### config.mk
export PLATFORM = sky130hd
export DESIGN_NAME = freelist_ckpt
export DESIGN_NICKNAME = d
export VERILOG_FILES = /design/src/rtl/freelist_ckpt.sv
export SDC_FILE = /design/constraint.sdc
export NUM_CORES = 1
export LEC_CHECK = 0
export ABC_AREA = 1
export BUFFER_PORTS_ARGS = -buffer_cell sky130_fd_sc_hd__clkbuf_2
export CAP_MARGIN = 20
export CORE_UTILIZATION = 50
export DETAILED_ROUTE_END_ITERATION = 7
export PLACE_DENSITY = 0.64
export REMOVE_ABC_BUFFERS = 1
export SYNTH_ARGS = -nofsm -noshare
export SYNTH_HDL_FRONTEND = slang
export SYNTH_SLANG_ARGS = --single-unit
### constraint.sdc
create_clock -name clock -period 8.3 [get_ports clock]
set_input_delay 0.415 -clock clock [delete_from_list [all_inputs] [get_ports clock]]
set_output_delay 0.415 -clock clock [all_outputs]
set_load 0.005 [all_outputs]
### src/rtl/freelist_ckpt.sv
// Physical-register free list with branch checkpoints: a circular buffer of free
// tags, WAYS-wide allocate and free-back per cycle, head snapshot/restore on mispredict.
module freelist_ckpt #(
  parameter int NUM_PR   = 64,
  parameter int NUM_AR   = 32,
  parameter int WAYS     = 3,
  parameter int NUM_CKPT = 4,
  localparam int PRW     = $clog2(NUM_PR),
  localparam int DEPTH   = NUM_PR - NUM_AR,
  localparam int CKW     = $clog2(NUM_CKPT)
) (
  input  logic                      clock,
  input  logic                      reset,
  input  logic [WAYS-1:0]           DispatchEN,
  input  logic [WAYS-1:0]           RetireEN,
  input  logic [WAYS-1:0][PRW-1:0]  RetireReg,
  input  logic                      CkptEN,
  input  logic [CKW-1:0]            CkptID,
  input  logic                      BPRecoverEN,
  input  logic [CKW-1:0]            RecoverID,
  output logic [WAYS-1:0][PRW-1:0]  FreeReg,
  output logic [WAYS-1:0]           FreeRegValid,
  output logic [PRW:0]              FreeCount,
  output logic                      OverflowErr
);

  localparam int IW = $clog2(DEPTH);
  localparam int NW = $clog2(WAYS + 1);
  localparam int LW = IW + 3;

  typedef struct packed {
    logic          wrap;
    logic [IW-1:0] idx;
  } ptr_t;

  function automatic ptr_t ptr_add(input ptr_t p, input logic [NW-1:0] k);
    logic [IW:0] sum;
    ptr_t        r;
    sum = {1'b0, p.idx} + (IW+1)'(k);
    if (sum >= (IW+1)'(DEPTH)) begin
      r.idx  = IW'(sum - (IW+1)'(DEPTH));
      r.wrap = ~p.wrap;
    end else begin
      r.idx  = sum[IW-1:0];
      r.wrap = p.wrap;
    end
    return r;
  endfunction

  // Linear position in [0, 2*DEPTH); the distance is taken modulo 2*DEPTH.
  function automatic logic [LW-1:0] ptr_lin(input ptr_t p);
    return p.wrap ? (LW'(DEPTH) + LW'(p.idx)) : LW'(p.idx);
  endfunction

  function automatic logic [LW-1:0] ptr_dist(input ptr_t t, input ptr_t h);
    logic [LW-1:0] d;
    d = ptr_lin(t) + LW'(2 * DEPTH) - ptr_lin(h);
    if (d >= LW'(2 * DEPTH)) d = d - LW'(2 * DEPTH);
    return d;
  endfunction

  function automatic logic [NW-1:0] popcnt(input logic [WAYS-1:0] v);
    logic [NW-1:0] c;
    c = '0;
    for (int i = 0; i < WAYS; i++) c = c + NW'(v[i]);
    return c;
  endfunction

  logic [PRW-1:0] buf_q [DEPTH];
  ptr_t           ckpt_q [NUM_CKPT];
  ptr_t           head_q, head_d, tail_q, tail_d, head_disp;
  logic           ovf_q, ovf_d;
  logic [LW-1:0]  cnt_w, room_w;
  logic [NW-1:0]  n_alloc, n_ret;
  logic           room_ok;
  logic [WAYS-1:0] wr_en;
  logic [IW-1:0]  wr_idx [WAYS];

  always_comb begin
    ptr_t rp;
    rp           = head_q;
    cnt_w        = ptr_dist(tail_q, head_q);
    FreeReg      = '0;
    FreeRegValid = '0;
    for (int i = 0; i < WAYS; i++) begin
      rp              = ptr_add(head_q, NW'(i));
      FreeReg[i]      = buf_q[rp.idx];
      FreeRegValid[i] = (cnt_w > LW'(i));
    end
    FreeCount   = (PRW+1)'(cnt_w);
    OverflowErr = ovf_q;
  end

  // Room is judged against the head after this cycle's dispatch or recovery,
  // so slots being handed out this cycle can be refilled in the same edge.
  always_comb begin
    ptr_t          wp;
    logic [NW-1:0] off;
    n_alloc   = popcnt(DispatchEN & FreeRegValid);
    head_disp = ptr_add(head_q, n_alloc);
    head_d    = BPRecoverEN ? ckpt_q[RecoverID] : head_disp;
    n_ret     = popcnt(RetireEN);
    room_w    = ptr_dist(tail_q, head_d) + LW'(n_ret);
    room_ok   = (room_w <= LW'(DEPTH));
    tail_d    = room_ok ? ptr_add(tail_q, n_ret) : tail_q;
    ovf_d     = ovf_q | ((|RetireEN) & ~room_ok);
    off       = '0;
    wp        = tail_q;
    for (int j = 0; j < WAYS; j++) begin
      wp        = ptr_add(tail_q, off);
      wr_idx[j] = wp.idx;
      wr_en[j]  = RetireEN[j] & room_ok;
      off       = off + NW'(RetireEN[j]);
    end
  end

  always_ff @(posedge clock) begin
    if (reset) begin
      for (int k = 0; k < DEPTH; k++) buf_q[k] <= PRW'(NUM_AR + k);
      for (int c = 0; c < NUM_CKPT; c++) ckpt_q[c] <= '0;
      head_q <= '0;
      tail_q <= {1'b1, IW'(0)};
      ovf_q  <= 1'b0;
    end else begin
      head_q <= head_d;
      tail_q <= tail_d;
      ovf_q  <= ovf_d;
      for (int j = 0; j < WAYS; j++) begin
        if (wr_en[j]) buf_q[wr_idx[j]] <= RetireReg[j];
      end
      if (CkptEN && !BPRecoverEN) ckpt_q[CkptID] <= head_disp;
    end
  end

endmodule

== Yosys cells after proc, flatten, opt, wreduce, memory -nomap -nowiden ==
Memory sizes are Yosys's and may differ from the RTL's.
Index checks and enable logic that the tools add are counted.
Storage, ports and cells
  RAM bits: 216
  output and inout port bits: 29
  bits in registers: 13
  word-level logic and storage cells: 105
  memories kept: 2
Cells by class
  bitwise gates (word level): 9
  magnitude comparators: 14
  reductions and logical operators: 8
  muxes and demuxes: 40
  $add $sub $neg: 27
Memories
  buf_q: depth 32, bits a word 6, read ports 3, clocked after memory_dff 0, wr ports 32, line 69  | logic [PRW-1:0] buf_q [DEPTH];
  ckpt_q: depth 4, bits a word 6, read ports 1, clocked after memory_dff 0, wr ports 4, line 70  | ptr_t ckpt_q [NUM_CKPT];
Operators with widths (number)
  5-bit two-way mux: 10
  5-bit by 1-bit subtractor with 5-bit output (second input constant): 8
  6-bit greater-or-equal comparator (second input constant): 6
  6-bit two-way mux: 6
  6-bit OR reduction: 4
  6-bit by 5-bit adder with 7-bit output (first input constant): 3
  7-bit two-way mux: 3
  5-bit by 2-bit adder with 6-bit output: 3
  1-bit two-way mux: 18
  8-bit by 7-bit greater-or-equal comparator with 1-bit output (second input constant): 2
  8-bit by 1-bit > comparator with 1-bit output (second input constant): 2
  8-bit two-way mux: 2
  8-bit by 7-bit subtractor with 8-bit output: 2
  8-bit by 7-bit subtractor with 8-bit output (second input constant): 2
  5-bit by 6-bit greater-or-equal comparator with 1-bit output (second input constant): 2
  7-bit by 7-bit adder with 8-bit output (second input constant): 1
  8-bit by 2-bit adder with 8-bit output: 1
  8-bit by 2-bit > comparator with 1-bit output (second input constant): 1
  8-bit by 6-bit <= comparator with 1-bit output (second input constant): 1
  5-bit by 1-bit adder with 6-bit output: 1
  5-bit by 1-bit adder with 6-bit output (second input constant): 1
  5-bit by 2-bit adder with 6-bit output (second input constant): 1
  1-bit by 1-bit adder with 2-bit output: 2
  2-bit by 1-bit adder with 2-bit output: 2
  9 further kinds: 14

== Longest topological paths before layout ==
Gate-level depths: netlist of run 1.
  depth after elaboration: 27
  depth in mapped cells: 44
  gate-level depth less buffers: 40

== Least setup slack after synthesis of run 1 ==
No wires, ideal clock.
  path type: reg2reg
  start: register head_q[1] in the netlist's numbering
  end: memory buf_q[7][0] in the netlist's numbering, enable pin
  setup time: 377 ps
  data required time: 7923 ps
  data arrival time: 6379 ps
  slack: 1544 ps
  cell stages (with the launch flop): 38
  cell sequence: dfxtp_1 clkbuf_1 inv_1 clkbuf_1 clkbuf_1 ha_1 nand3b_1 nand2_1 a21oi_1 nor2_1 nor2_1 xnor2_1 nor2_1 nand3_1 inv_1 nand2_1 nand2_1 fa_1 [... 2 more ...] inv_1 fa_1 o21ai_0 fa_1 fa_1 nor2_2 nand3_1 nand2_1 nand2_1 nor2_1 nor2_2 nor2_8 buf_6 nand4_1 buf_2 nand2_1 nor2_1 o21ai_0
RTL lines
  start, declared: line 71  | ptr_t head_q, head_d, tail_q, tail_d, head_disp;
  start signal, assigned: line 121  | head_q <= '0;
  start signal, assigned: line 125  | head_q <= head_d;
  end, declared: line 69

==> qor.csv, run 1 <==
stage,metric,value,unit
status,status,"complete, but fails checks",
status,failed_checks,DRC,
synthesis,synth.most_common_cell,nand2_1,
clocking,cts.path.max_buffers,3,
grt,grt_pass1_wl,131.9,mm
synthesis,syn_avg_cell_area,6.546,um2
place,dp.cells,3446,
setup_path,endpoint_kind,flop,
synthesis,yosys.area.top_type,edfxtp_1,
timing,slew_violations,0,
worst_hold_path,min_path_type,input port to flop,
layout,fillers,3805,
layout,final_nets,3027,
synthesis,ys_async_sr_fraction,0,%
timing,worst_pin_slew,1.215,ns
grt,antenna_found_initial,4,
clocking,ctsHoldBuffers,0,
timing,tns,0,ns
route,vias,22340,
timing,grt_setup_unrepaired,false,
timing,timing_hold_violations_final,0,
synthesis,synth_cells,3013,
route,drc_errors,4,
clocking,clk_pin_slew,0.07,ns
route,dr.pass1.iters,8,
place,dp_hpwl,62.39,mm
route,first_iter_violations,3622,
setup_path,crit_arrival,7.90,ns
timing,finClkSkew,0.01808,ns
route,vias_per_cell,6.374,
clocking,clock-sinks,229,
place,globalplace.congestion,1.060,
floorplanning,die_x,200.6,um
synthesis,netlist_top_cells_area,"edfxtp_1, nand2_1, nand3_1",
synthesis,ys_types,52,
timing,min_period,7.679,ns
floorplanning,boundaryPins,61,
grt,grt_pass1_vias,19990,
synthesis,synth_seq_area_share,34.21,%
layout,syn_to_final_growth,8.101,%
power_and_ir_drop,p_leak,8.918,nW
floorplanning,fp.coreArea,0.03874,mm2
floorplanning,die-area,0.04024,mm2
grt,gr-total-overflow,0,
flow_run,maxCapViolCount,0,
synthesis,synth_edf_count,216,
synthesis,ys_dominant_reg_cell,edfxtp_1,
clocking,cts_tree,done,
layout,finalNonFillerCells,3504,
clocking,clkLatencyLatePin,0.58,ns
floorplanning,die_h,200.6,um
synthesis,yosysWarnings,0,
timing,slew_headroom,18.70,%
timing,fmax,130.2,MHz
power_and_ir_drop,ir_drop,0.0002037,V
setup_path,crit_path_start_kind,flop,
timing,setup_viol,0,
power_and_ir_drop,power_density,265.2,mW/mm2
clocking,cts-resized-gates,0,
clocking,cts_root_buffer,clkbuf_16,
timing,final.period_utilization,92.52,%
place,port_buffers,59,
route,routed_wl,91.21,mm
route,wl_per_cell,26.03,um
synthesis,netlist_top_cells_count,"nand2_1, nor2_1, nand3_1",
floorplanning,start_util,50.91,%
setup_path,crit_required,8.52,ns
synthesis,syn_area,0.01972,mm2
clocking,cts_max_level,1,
synthesis,ys_seq_elements,229,
route,drtAntennaViolNets,0,
grt,grtUsageTotal,44.54,%
setup_path,path_class,flop to flop,
clocking,post_cts.repair.setup_buffers,0,
clocking,numCtsBuffers,28,
grt,grt_max_degree,96,
layout,layout-drive-gt1-share,7.744,%
setup_path,cp_max_fo,20,
floorplanning,rows,72,
synthesis,yosys.area.top_type_share,32.89,%
cell families (layout without fill, tap and decap cells):
| family | count (synthesis) | in the layout | synth area share, % |
|---|---|---|---|
| mux | 28 | 28 | 1.421 |
| buf+inv | 437 | 407 | 8.679 |
| flops | 229 | 229 | 34.21 |
| fa+ha+maj | 34 | 34 | 2.461 |
| compound gates | 535 | 535 | 14.90 |
| simple gates | 1732 | 1732 | 37.56 |
| xor+xnor | 17 | 17 | 0.7550 |
| other cells | 1 | 4 | 0.01901 |
layer usage:
metal | wire, um | track usage [%] | part of all wire [%]
met4 | 6171 | 26.91 | 6.8
met1 | 32850 | 56.67 | 36
met2 | 39400 | 68.59 | 43
met5 | 92 | 1.310 | 0.10
met3 | 12690 | 10.57 | 14
cell type report:
class	instances	area [um2]	area share, %
diodes	3	7.507	0.03521
clock buffers	30	729.5	3.421
clock inverters	22	250.2	1.174
inverters	241	905.9	4.249
multi-input cells	2347	11270	52.88
flip-flops and latches	229	6754	31.68
well taps	518	648.1	3.040
repair buffers	114	750.7	3.521
report_power, final:
group	switching [W]	internal, W
clock	0.000554	0.000770
combinational	0.00216	0.000750
sequential	0.0000691	0.00135
total	0.00278	0.00287
sequential cells by signal (all words and copies together) (netlist names):
| name | flops |
|---|---|
| buf_q | 192 |
| ckpt_q | 24 |
| head_q | 6 |
| tail_q | 6 |
| OverflowErr | 1 |
cells in the final DEF, fill, tap and decap left out, types with 7 or more instances in the layout:
cell,instances
buf_4,51
o221ai_1,12
xor2_1,15
nor3_1,27
edfxtp_1,216
nor2_2,16
clkinv_1,10
nand2_1,838
clkbuf_2,60
o21ai_1,13
dfxtp_1,11
o211ai_1,33
o311ai_0,10
inv_2,13
nor2_1,384
a31oi_1,7
nor3_2,8
ha_1,25
nand3_1,378
clkbuf_16,29
o22ai_1,13
nand4_1,52
mux2i_1,28
fa_1,8
inv_1,218
nand3_2,10
o21ai_0,314
a21oi_1,113
path summary, 6_finish.rpt:
check | startpoint | to | slack, ns | cells after the start
worst max-delay path | tail_q[1] | buf_q[0][0] | 0.62 | 26
worst min-delay path | BPRecoverEN | head_q[0] | 0.17 | 3
worst max register to register | tail_q[1] | buf_q[0][0] | 0.62 | 26
worst min register to register | OverflowErr | OverflowErr | 0.50 | 2
stage by stage:
step	setup slack (ns)	cell area, um2	hold slack (ns)	util, %	power [W]
floorplan	-4.484	18920	0.4604	-	0.003065
global placement	0.9353	20280	0.4531	52.35	0.004182
detailed placement	0.7787	20280	0.4887	52.35	0.004203
CTS	0.7067	21260	0.1537	54.88	0.005515
global route	0.1265	21310	0.2136	55.02	0.005853
finish	0.6210	21320	0.1667	55.04	0.005653
critical path: stages, from the launching register on:
cell	delay, ns
dfxtp_1	0.64
inv_1	0.22
fa_1	0.47
o31ai_1	0.30
xor2_1	0.23
nor2_1	0.09
nand3_1	0.11
inv_1	0.06
nand2_1	0.07
nand2_1	0.08
fa_1	0.49
inv_1	0.05
ha_1	0.19
inv_1	0.08
fa_1	0.48
o21ai_0	0.37
fa_1	0.50
fa_1	0.47
nor2_2	0.17
nand3_1	0.12
nor2_2	0.23
inv_1	0.16
nand3_2	0.43
buf_4	0.44
inv_1	0.30
nand2_1	0.21
nand4_1	0.31
No activity file was read; power rests on OpenSTA's default activity.
==> run 2, diff against run 1 <==
- GPL_TIMING_DRIVEN: default -> 0
==> qor.csv, run 2 (same netlist as run 1, synthesis figures left out) <==
stage,metric,value,unit,change
floorplanning,die-area,0.04024,mm2,unchanged
power_and_ir_drop,power_density,274.2,mW/mm2,was 265.2 mW/mm2
route,drtAntennaViolNets,0,,unchanged
layout,layout-drive-gt1-share,7.910,%,was 7.744%
layout,top_register,buf_q,,unchanged
layout,finalNonFillerCells,3491,,was 3504
clocking,clock-sinks,229,,unchanged
timing,fmax,126.3,MHz,was 130.2 MHz
setup_path,crit_arrival,8.19,ns,was 7.90 ns
setup_path,crit_required,8.57,ns,was 8.52 ns
route,first_iter_violations,3425,,was 3622
worst_hold_path,min_path_type,input port to flop,,unchanged
clocking,cts_max_level,1,,unchanged
setup_path,crit_path_top_delay_cell,dfxtp_1,,unchanged
clocking,clk_pin_slew,0.07,ns,about the same
timing,tns,0,ns,unchanged
grt,grt_max_degree,84,,was 96
floorplanning,fp.coreArea,0.03874,mm2,unchanged
setup_path,crit_path_start_kind,flop,,unchanged
timing,final.period_utilization,95.40,%,was 92.52%
floorplanning,die_h,200.6,um,unchanged
grt,grt-busiest-layer,met2,,unchanged
clocking,numCtsBuffers,27,,was 28
timing,setup_viol,0,,unchanged
clocking,clkLatencyLatePin,0.59,ns,was 0.58 ns
grt,gr-total-overflow,0,,unchanged
place,dp_hpwl,61.82,mm,was 62.39 mm
layout,layout_common_cells,"nand2_1, nor2_1, nand3_1",,unchanged
layout,layout_commonest_cell,nand2_1,,unchanged
layout,fin_util,56.02,%,was 55.04%
power_and_ir_drop,p_leak,9.013,nW,was 8.918 nW
timing,slew_headroom,14.12,%,was 18.70%
layout,syn_to_final_growth,10.03,%,was 8.101%
setup_path,rr_startpoint,head_q[2],,was tail_q[1]
grt,met2_usage,66.20,%,was 68.59%
setup_path,slowest_delay,0.78,ns,was 0.64 ns
route,wl_per_cell,26.43,um,was 26.03 um
route,vias_per_cell,6.484,,was 6.374
clocking,cts.path.max_buffers,3,,unchanged
clocking,cts_tree,done,,unchanged
layout,largest_reg_flops,192,,unchanged
timing,min_period,7.918,ns,was 7.679 ns
route,routed_wl,92.25,mm,was 91.21 mm
timing,worst_pin_slew,1.280,ns,was 1.215 ns
power_and_ir_drop,ir_drop,0.0002234,V,was 0.0002037 V
setup_path,cp_max_fo,19,,was 20
worst_hold_path,hold_start,BPRecoverEN,,unchanged
layout,top_regs,"buf_q (192), ckpt_q (24)",,unchanged
floorplanning,boundaryPins,61,,unchanged
floorplanning,start_util,50.91,%,unchanged
grt,grt_pass1_vias,20250,,was 19990
layout,final_nets,3016,,was 3027
setup_path,cpMostUsedCell,nand2_1,,was inv_1
grt,antenna_found_initial,4,,unchanged
flow_run,maxCapViolCount,0,,unchanged
floorplanning,die_x,200.6,um,unchanged
timing,grt_setup_unrepaired,false,,unchanged
grt,grt_pass1_wl,132.6,mm,was 131.9 mm
route,drc_errors,0,,was 4
timing,finClkSkew,0.01947,ns,was 0.01808 ns
clocking,cts_root_buffer,clkbuf_16,,unchanged
route,vias,22630,,was 22340
place,dp.cells,3415,,was 3446
setup_path,startpoint,head_q[2],,was tail_q[1]
floorplanning,rows,72,,unchanged
setup_path,endpoint_kind,flop,,unchanged
timing,timing_hold_violations_final,0,,unchanged
status,status,finished clean,,"was complete, but fails checks"
timing,slew_violations,0,,unchanged
place,port_buffers,59,,unchanged
route,dr.pass1.iters,7,,was 8
grt,grtUsageTotal,44.80,%,was 44.54%
grt,grtUsageMet3,10.42,%,was 10.57%
setup_path,path_class,flop to flop,,unchanged
place,globalplace.congestion,1.051,,was 1.060
grt,grt_use_met1,58.18,%,was 56.67%
[run 2: cell count changes in the layout (fill, tap and decap cells not counted), sizes merged]
cell,delta
buf,-13
bufinv,+1
clkbuf,-3
clkinv,+5
clkinvlp,-4
diode,-1
inv,-2
nand3,+1
nor2,+3
[run 2: critical path: cells and delay by family, from the launching register on]
| family | cells | cell delay [ns] |
|---|---|---|
| adder cells (fa/ha/maj) | 6 | 2.62 |
| AND/OR/NAND/NOR | 19 | 2.37 |
| buffers and inverters | 8 | 1.07 |
| flip-flops | 1 | 0.78 |
| AO/OA/AOI/OAI | 4 | 0.57 |
| XOR/XNOR | 1 | 0.18 |
[run 2: path summary, 6_finish.rpt]
check                 end  slack, ns  cells after the start
min             head_q[0]       0.13                      3
max reg2reg  buf_q[18][3]       0.38                     38
max          buf_q[18][3]       0.38                     38
min reg2reg   OverflowErr       0.48                      2
[run 2: stage by stage]
stage	cell area [um2]	hold slack [ns]	setup slack [ns]	power [W]
2_1_floorplan	18920	0.4604	-4.484	0.003065
3_3_place_gp	19860	0.4609	-10.29	0.004209
3_5_place_dp	20400	0.4622	-0.8741	0.004268
4_1_cts	21400	0.1094	0.07000	0.005621
5_1_grt	21700	0.1670	0.002239	0.006130
6_report	21700	0.1347	0.3818	0.005951
[run 2: area by class of cell]
class | instances | area (um2)
clock buffers | 28 | 679.4
fillers | 3802 | 17040
flip-flops and latches | 229 | 6755
well taps | 518 | 648.1
multi-input cells | 2351 | 11430
diodes | 2 | 5.005
repair buffers | 100 | 1005
clock inverters | 22 | 255.2
inverters | 241 | 918.4
[run 2: where the power goes]
group          total [W]  internal [W]  switching, W  leakage (nW)
clock            0.00130      0.000753      0.000543         0.454
sequential       0.00147       0.00135      0.000120          1.95
combinational    0.00319      0.000848       0.00234          6.61
[run 2: routing by layer]
layer	vias to the layer above	part of all wire, %
li1	10040	-
met1	10330	36
met2	1789	42
met3	476	14
met4	2	8.0
met5	-	0.014
[run 2: timing repair]
| item | CTS | global route |
|---|---|---|
| pin swaps | 1 | 7 |
| endpoints found under the setup margin | 384 | 372 |
| gates resized for setup | 5 | 22 |
| buffers inserted | 1 | 15 |
| hold buffers | 0 | 0 |
| cloned | 2 | 2 |
